`src/rtl/sd_ramdisk_pkg.sv`:
```
// sd_ramdisk shared types and constants.
// Sector geometry, fill byte and FSM state encoding.
package sd_ramdisk_pkg;

  localparam int SECTOR_BYTES = 512;
  localparam int SECTOR_SHIFT = 9;
  localparam logic [7:0] FILL_BYTE = 8'hFF;
  localparam logic [8:0] LAST_BYTE = 9'(SECTOR_BYTES - 1);

  typedef enum logic [2:0] {
    S_IDLE    = 3'd0,
    S_DLY     = 3'd1,
    S_RD_REQ  = 3'd2,
    S_RD_PUT  = 3'd3,
    S_WR_ADDR = 3'd4,
    S_WR_CAP  = 3'd5,
    S_WR_REQ  = 3'd6,
    S_DONE    = 3'd7
  } sdr_state_t;

endpackage

```
`src/rtl/sd_ramdisk.sv`:
```
// sd_ramdisk: sector-request responder backed by byte-wide memory.
// Optional write protect input via SD_RAMDISK_WPROT_EN.
module sd_ramdisk
  import sd_ramdisk_pkg::*;
#(
  parameter int ADDR_W  = 20,
  parameter int ACK_DLY = 2
) (
  input  logic              clk_sys,
  input  logic              reset_n,
  input  logic [31:0]       img_size,
  input  logic              img_mounted,
`ifdef SD_RAMDISK_WPROT_EN
  input  logic              img_wp,
`endif
  input  logic [31:0]       sd_lba,
  input  logic              sd_rd,
  input  logic              sd_wr,
  output logic              sd_ack,
  output logic [8:0]        sd_buff_addr,
  output logic [7:0]        sd_buff_dout,
  output logic              sd_buff_wr,
  input  logic [7:0]        sd_buff_din,
  output logic [ADDR_W-1:0] mem_addr,
  output logic              mem_rd,
  output logic              mem_wr,
  output logic [7:0]        mem_dout,
  input  logic [7:0]        mem_din,
  input  logic              mem_ready
);

  localparam int LBA_W = ADDR_W - SECTOR_SHIFT;

  sdr_state_t       r_state;
  logic [3:0]       r_dly;
  logic [8:0]       r_cnt;
  logic [LBA_W-1:0] r_lba;
  logic             r_dir;
  logic             r_hit;
  logic             r_wp;
  logic [7:0]       r_data;
  logic             r_ack;
  logic [22:0]      r_sectors;

  logic w_req;
  logic w_hit;
  logic w_wp_in;
  logic w_store;
  logic w_last;
  logic w_unused;

`ifdef SD_RAMDISK_WPROT_EN
  assign w_wp_in = img_wp;
`else
  assign w_wp_in = 1'b0;
`endif

  assign w_req   = sd_rd | sd_wr;
  assign w_hit   = (sd_lba < {9'd0, r_sectors}) &&
                   (sd_lba[31:LBA_W] == '0);
  assign w_store = r_hit & ~r_wp;
  assign w_last  = (r_cnt == LAST_BYTE);

  assign w_unused = &{1'b0, img_size[8:0]};

  // Request accept, ack delay and per-byte transfer sequencing
  always_ff @(posedge clk_sys or negedge reset_n) begin
    if (!reset_n) begin
      r_state   <= S_IDLE;
      r_dly     <= '0;
      r_cnt     <= '0;
      r_lba     <= '0;
      r_dir     <= 1'b0;
      r_hit     <= 1'b0;
      r_wp      <= 1'b0;
      r_data    <= '0;
      r_ack     <= 1'b0;
      r_sectors <= '0;
    end else begin
      if (img_mounted) r_sectors <= img_size[31:9];
      unique case (r_state)
        S_IDLE: begin
          if (w_req) begin
            r_lba   <= sd_lba[LBA_W-1:0];
            r_dir   <= sd_rd;
            r_hit   <= w_hit;
            r_wp    <= w_wp_in;
            r_cnt   <= '0;
            r_dly   <= '0;
            r_state <= S_DLY;
          end
        end
        S_DLY: begin
          if (r_dly == 4'(ACK_DLY - 1)) begin
            r_ack   <= 1'b1;
            r_state <= r_dir ? S_RD_REQ : S_WR_ADDR;
          end else begin
            r_dly <= r_dly + 4'd1;
          end
        end
        S_RD_REQ: begin
          if (!r_hit) begin
            r_data  <= FILL_BYTE;
            r_state <= S_RD_PUT;
          end else if (mem_ready) begin
            r_data  <= mem_din;
            r_state <= S_RD_PUT;
          end
        end
        S_RD_PUT: begin
          if (w_last) begin
            r_ack   <= 1'b0;
            r_state <= S_DONE;
          end else begin
            r_cnt   <= r_cnt + 9'd1;
            r_state <= S_RD_REQ;
          end
        end
        S_WR_ADDR: r_state <= S_WR_CAP;
        S_WR_CAP: begin
          r_data  <= sd_buff_din;
          r_state <= S_WR_REQ;
        end
        S_WR_REQ: begin
          if (!w_store || mem_ready) begin
            if (w_last) begin
              r_ack   <= 1'b0;
              r_state <= S_DONE;
            end else begin
              r_cnt   <= r_cnt + 9'd1;
              r_state <= S_WR_ADDR;
            end
          end
        end
        S_DONE: begin
          if (!w_req) r_state <= S_IDLE;
        end
        default: r_state <= S_IDLE;
      endcase
    end
  end

  assign sd_ack       = r_ack;
  assign sd_buff_addr = r_cnt;
  assign sd_buff_dout = r_data;
  assign sd_buff_wr   = (r_state == S_RD_PUT);
  assign mem_addr     = {r_lba, r_cnt};
  assign mem_rd       = (r_state == S_RD_REQ) & r_hit;
  assign mem_wr       = (r_state == S_WR_REQ) & w_store;
  assign mem_dout     = r_data;

endmodule

```
`config.mk`:
```
export PLATFORM = sky130hd
export DESIGN_NAME = sd_ramdisk
export DESIGN_NICKNAME = d
export VERILOG_FILES = /design/src/rtl/sd_ramdisk_pkg.sv /design/src/rtl/sd_ramdisk.sv
export SDC_FILE = /design/constraint.sdc
export NUM_CORES = 1
export LEC_CHECK = 0
export CAP_MARGIN = 10
export CORE_AREA = 2 2 88 90
export DETAILED_ROUTE_END_ITERATION = 10
export DIE_AREA = 0 0 90 92
export PLACE_DENSITY = 0.92
export SKIP_LAST_GASP = 1
export SYNTH_ARGS = -nofsm -noshare
export SYNTH_HDL_FRONTEND = slang
export SYNTH_SLANG_ARGS = --single-unit
export TNS_END_PERCENT = 1
```
`constraint.sdc`:
```
create_clock -name clk_sys -period 5 [get_ports clk_sys]
set_input_delay 1 -clock clk_sys [delete_from_list [all_inputs] [get_ports clk_sys]]
set_output_delay 1 -clock clk_sys [all_outputs]
set_load 0.01 [all_outputs]
```
# Yosys cells after proc, flatten, opt, wreduce, memory -nomap -nowiden

Index checks and enable logic that the tools add are counted.

Memory bits (writable): 0
Register bits after elaboration: 61
Latch bits: 0
ROM bits: 0
Bits of input ports: 86
Logic and storage cells: 69
Memories: 0
Output and inout bits: 49

Shift-type cells: 0
Equality and inequality tests: 15
Add/subtract/negate cells: 2
Div/mod/pow operators: 0
Multipliers: 0
Reduce and logical (&&, ||, !) cells: 15
Mux-type cells: 24
Order comparisons: 1
Bitwise gates (word level): 3

Operators with widths:

| kind                                                | count |
|---|---|
| less-than comparator 32 x 23 -> 1 bit               | 1 |
| 2-to-1 mux 9 bit                                    | 3 |
| case mux 9 bit (3 select lines)                     | 1 |
| 2-to-1 mux 3 bit                                    | 8 |
| case mux 3 bit (8 select lines)                     | 1 |
| zero test 21 bit                                    | 1 |
| 2-to-1 mux 8 bit                                    | 2 |
| case mux 8 bit (2 select lines)                     | 1 |
| equality test 3 bit, second input constant          | 4 |
| inequality test 2 bit, second input constant        | 5 |
| adder 9 x 1 -> 9 bit, second input constant         | 1 |
| equality test 9 bit, second input constant          | 1 |
| AND reduction 3 bit                                 | 3 |
| 2-to-1 mux 4 bit                                    | 2 |
| case mux 4 bit (2 select lines)                     | 1 |
| equality test 3 x 2 -> 1 bit, second input constant | 2 |
| nonzero test 3 bit                                  | 2 |
| AND reduction 5 bit                                 | 1 |
| adder 4 x 1 -> 4 bit, second input constant         | 1 |
| equality test 4 x 1 -> 1 bit, second input constant | 1 |
| AND reduction 2 bit                                 | 2 |
| nonzero test 2 bit                                  | 2 |
| equality test 3 x 1 -> 1 bit, second input constant | 1 |
| zero test 3 bit                                     | 1 |
| other kinds (9)                                     | 12 |

# Depth between registers and ports, before layout

Word-level depth: 4
Gate-level depth with buffers: 10
Gate-level depth less buffers: 9

# Least setup slack after synthesis

No wires, ideal clock.

Path type: input to register
Start: input port sd_lba[22]
End: register r_hit
Data arrival time: 2.163 ns
Data required time: 4.880 ns
Library setup time: 0.120 ns
Path buffers: 0
Stages: 6
Path slack: 2.717 ns
Cells stage by stage: ha_1 nor2b_1 nand3_1 a2111oi_4 o311ai_1 and3_1

Longest elaborated chain between the ends: 2
Elaborated cells between the ends (all ways): 3
Those cells by class: 1 x order compare; 2 x reduce/logical

RTL lines:

| item                                                                             | RTL line                           | RTL |
|---|---|---|
| from (decl)                                                                      | sd_ramdisk.sv:16                   | `input logic [31:0] sd_lba,` |
| less-than comparator 32 x 23 -> 1 bit / zero test 21 bit (equally long branches) | sd_ramdisk.sv:59, sd_ramdisk.sv:60 |  |
| logical AND 1 bit *                                                              | sd_ramdisk.sv:59                   | `assign w_hit = (sd_lba < {9'd0, r_sectors}) &&` |
| to (signal assigned)                                                             | sd_ramdisk.sv:86                   | `r_hit <= w_hit;` |
| to (decl)                                                                        | sd_ramdisk.sv:39                   | `logic r_hit;` |

Every way passes the cells marked *; elsewhere a longest branch is shown, timed or not.
A chain may end at the register's enable or synchronous reset.

# Final worst setup path

Start: register r_state[2]
End: output port mem_rd

Longest elaborated chain between the ends: 2

RTL lines:

| item                         | RTL line          | RTL |
|---|---|---|
| from (decl)                  | sd_ramdisk.sv:34  | `sdr_state_t r_state;` |
| from (signal assigned)       | sd_ramdisk.sv:96  | `r_state <= r_dir ? S_RD_REQ : S_WR_ADDR;` |
| equality test 3 x 2 -> 1 bit | sd_ramdisk.sv:148 | `assign mem_rd = (r_state == S_RD_REQ) & r_hit;` |
| bitwise AND 1 bit            | sd_ramdisk.sv:148 |  |
| to (decl)                    | sd_ramdisk.sv:25  | `output logic mem_rd,` |

Every way passes these cells.

==> flow_summary.yaml <==
job:
  max_cap_violations: 0
sta:
  hold_viol: 0
  rsz0062_at_grt: "false"
  slew_headroom_pct: 33.83
  hold_ws_ns: 0.4764
  layout_min_cycle_time_ns: 2.979
  post-route-period-util_pct: 59.59
  clock.fmax_mhz: 335.6
  finClkSkew_ns: 0.008047
  setup_violations: 0
  tightest_slew_ns: 0.9866
  slew_viol_final: 0
  fin_tns_setup_ns: 0
cells_and_area:
  num_antenna_cells: 0
  nets: 606
  finalInstanceArea_um2: 4890
  drive_gt1_share_pct: 5.411
  area_growth_pct: 42.11
  final_core_util_pct: 65.66
floorplanning:
  rows: 32
  die_h_um: 92
  fp.dieW_um: 90
  core-area_um2: 7447
  ios: 135
  initial_core_util_pct: 46.20
  die_area_um2: 8280
clock_tree:
  tritoncts: "done"
  clk_pin_slew_ns: 0.07
  cts_root_buffer: "clkbuf_8"
  h-tree-depth: 3
  ctsResizeCount: 0
  cts_setup_buffers: 0
  clk_latency_ns: 0.33
  cts_buffers: 9
  cts_buffer_depth: 2
  cts_sinks: 61
  hold_buffers: 0
logic_synthesis:
  avgSynthCellArea_um2: 8.891
  synthArstFlopShare_pct: 100.0
  syn-cell-area_um2: 3441
  ys_warn_count: 0
  synth_edf_count: 0
  yosysSeqAreaShare_pct: 44.36
  syn_inst: 387
  synth_nets: 499
  ys_ff_latch: 61
  synthFlopType: "dfrtp_1"
  ys_types: 42
power:
  seqPwrFrac_pct: 35.8
  p_clk_share_pct: 24.7
  p_int_mw: 1.385
  netSwitchingPower_uw: 738.3
  p_leak_nw: 2.113
  ir_drop_mv: 0.1906
  p_sw_share_pct: 34.77
  power_per_cell_area_nw_per_um2: 434.3
  power_frac_comb_pct: 39.5
grt:
  antenna_found_initial: 0
  grt_max_degree: 62
  grt.busiest_layer: "met2"
  met3_usage_pct: 3.862
  grt_util_all_layers_pct: 21.09
  gr-usage-met1_pct: 24.76
  gr-usage-met2_pct: 38.53
  grt_overflow: 0
  grt_pass1_wl_um: 14230
  grt_pass1_vias: 3162
critical_path:
  crit_path_end_kind: "output pin"
  cp_max_fo: 15
  worstSetupStartpointType: "register"
  crit_type: "reg -> out"
  crit_arrival_ns: 1.98
  critPathRequiredTime_ns: 4.00
place:
  place_congestion: 0.8494
  port_buffers: 125
  placed_area_um2: 4646
  dp_hpwl_um: 6469
route:
  drt-initial-drc-count: 101
  vias: 3148
  wire_per_inst_um: 14.03
  drt_first_pass_iters: 5
  drcViolationCount: 0
  totalWireLength_um: 8435
  vias_per_cell: 5.238
  drtAntennaViolNets: 0
outcome:
  status: "finished clean"
hold_path:
  hp-class: "reg -> reg"
-- placed cells by master (no fill, tap or decap), types with 7 or more instances in the layout --
| cell | count |
|---|---|
| a21oi_1 | 22 |
| clkbuf_8 | 13 |
| clkdlybuf4s50_1 | 124 |
| dfrtp_1 | 61 |
| ha_1 | 26 |
| inv_1 | 26 |
| nand2_1 | 72 |
| nand2b_1 | 7 |
| nand3_1 | 12 |
| nand3b_1 | 10 |
| nor2_1 | 19 |
| o21ai_0 | 46 |
-- final timing paths --
check | startpoint | endpoint | slack, ns | cells past startpoint
max | r_state[2] | mem_rd | 2.02 | 3
min | r_lba[0] | r_lba[0] | 0.48 | 2
max reg2reg | sd_buff_addr[0] | sd_buff_addr[4] | 2.33 | 9
min reg2reg | r_lba[0] | r_lba[0] | 0.48 | 2
max in group asynchronous | reset_n | r_dir | 3.66 | 2
min in group asynchronous | reset_n | mem_dout[3] | 0.82 | 2
-- state kept, by name (all words and copies together) (netlist names), 3 cells and up --
register / flops
mem_dout: 8
r_lba: 11
r_dly: 4
sd_buff_addr: 9
r_sectors: 23
r_state: 3
-- synthesized netlist by cell type (2+ instances only) --
library cell / n / share of area (%)
ha_1: 26 / 9.5
buf_4: 17 / 3.7
nand2b_1: 7 / 1.3
nand4_1: 6 / 1.1
dfrtp_1: 61 / 44
inv_1: 26 / 2.8
nor2_1: 19 / 2.1
o31ai_1: 4 / 0.87
nand3_1: 12 / 1.7
a21boi_0: 2 / 0.44
o21ai_0: 46 / 6.7
nor4_1: 6 / 1.1
nand3b_1: 10 / 2.2
or3_1: 2 / 0.36
nor2b_1: 3 / 0.55
nand2_1: 72 / 7.9
a22o_1: 2 / 0.51
o21ai_2: 2 / 0.51
buf_2: 6 / 0.87
a21oi_1: 22 / 3.2
or4_1: 3 / 0.65
nor3b_1: 2 / 0.44
clkbuf_1: 9 / 0.98
a21o_1: 2 / 0.44
a2111oi_0: 3 / 0.76
-- stage by stage --
step | instances | setup WS [ns] | total power [mW]
floorplan | 387 | 2.717 | 1.236
global placement | 585 | 2.067 | 1.566
detailed placement | 585 | 1.932 | 1.611
CTS | 601 | 2.001 | 2.139
global route | 601 | 1.884 | 2.258
finish | 601 | 2.021 | 2.123
-- layout make-up --
class                           count  area, um2
Sequential cell                    61       1526
Fill cell                         599       2557
Clock buffer                       13      178.9
Clock inverter                      3      65.06
Multi-Input combinational cell    268       1625
Inverter                           26      97.59
Timing Repair Buffer              128       1269
Tap cell                          102      127.6
-- critical path: stages, from the launching register on --
cell and delay, ns:
dfrtp_1 0.55, nand2b_1 0.30, nor3b_1 0.24, clkdlybuf4s50_1 0.57
-- routing by layer --
| layer | vias up | part of all wire (%) |
|---|---|---|
| met5 | - | 0 |
| met4 | 0 | 1.2 |
| met3 | 8 | 4.8 |
| met2 | 109 | 53 |
| met1 | 1495 | 41 |
| li1 | 1536 | - |
-- cell families after synthesis --
group	after synthesis	synth area share (%)
and+or+nand+nor	146	20.47
AOI/OAI and AO/OA	93	16.47
DFF	61	44.36
buffers and inverters	58	8.400
adders and majority gates	26	9.454
xor gates and xnor gates	2	0.5092
muxes	1	0.3272
-- power groups by stage --
stage          Combinational (mW)  Clock [mW]  Sequential, mW
3_3_place_gp                0.807           0           0.758
4_1_cts                     0.847       0.533           0.759
6_report                    0.838       0.525           0.760
5_1_grt                     0.922       0.552           0.785
2_1_floorplan               0.471           0           0.765
3_5_place_dp                0.843           0           0.768
Power figures use the tool's default switching activity.
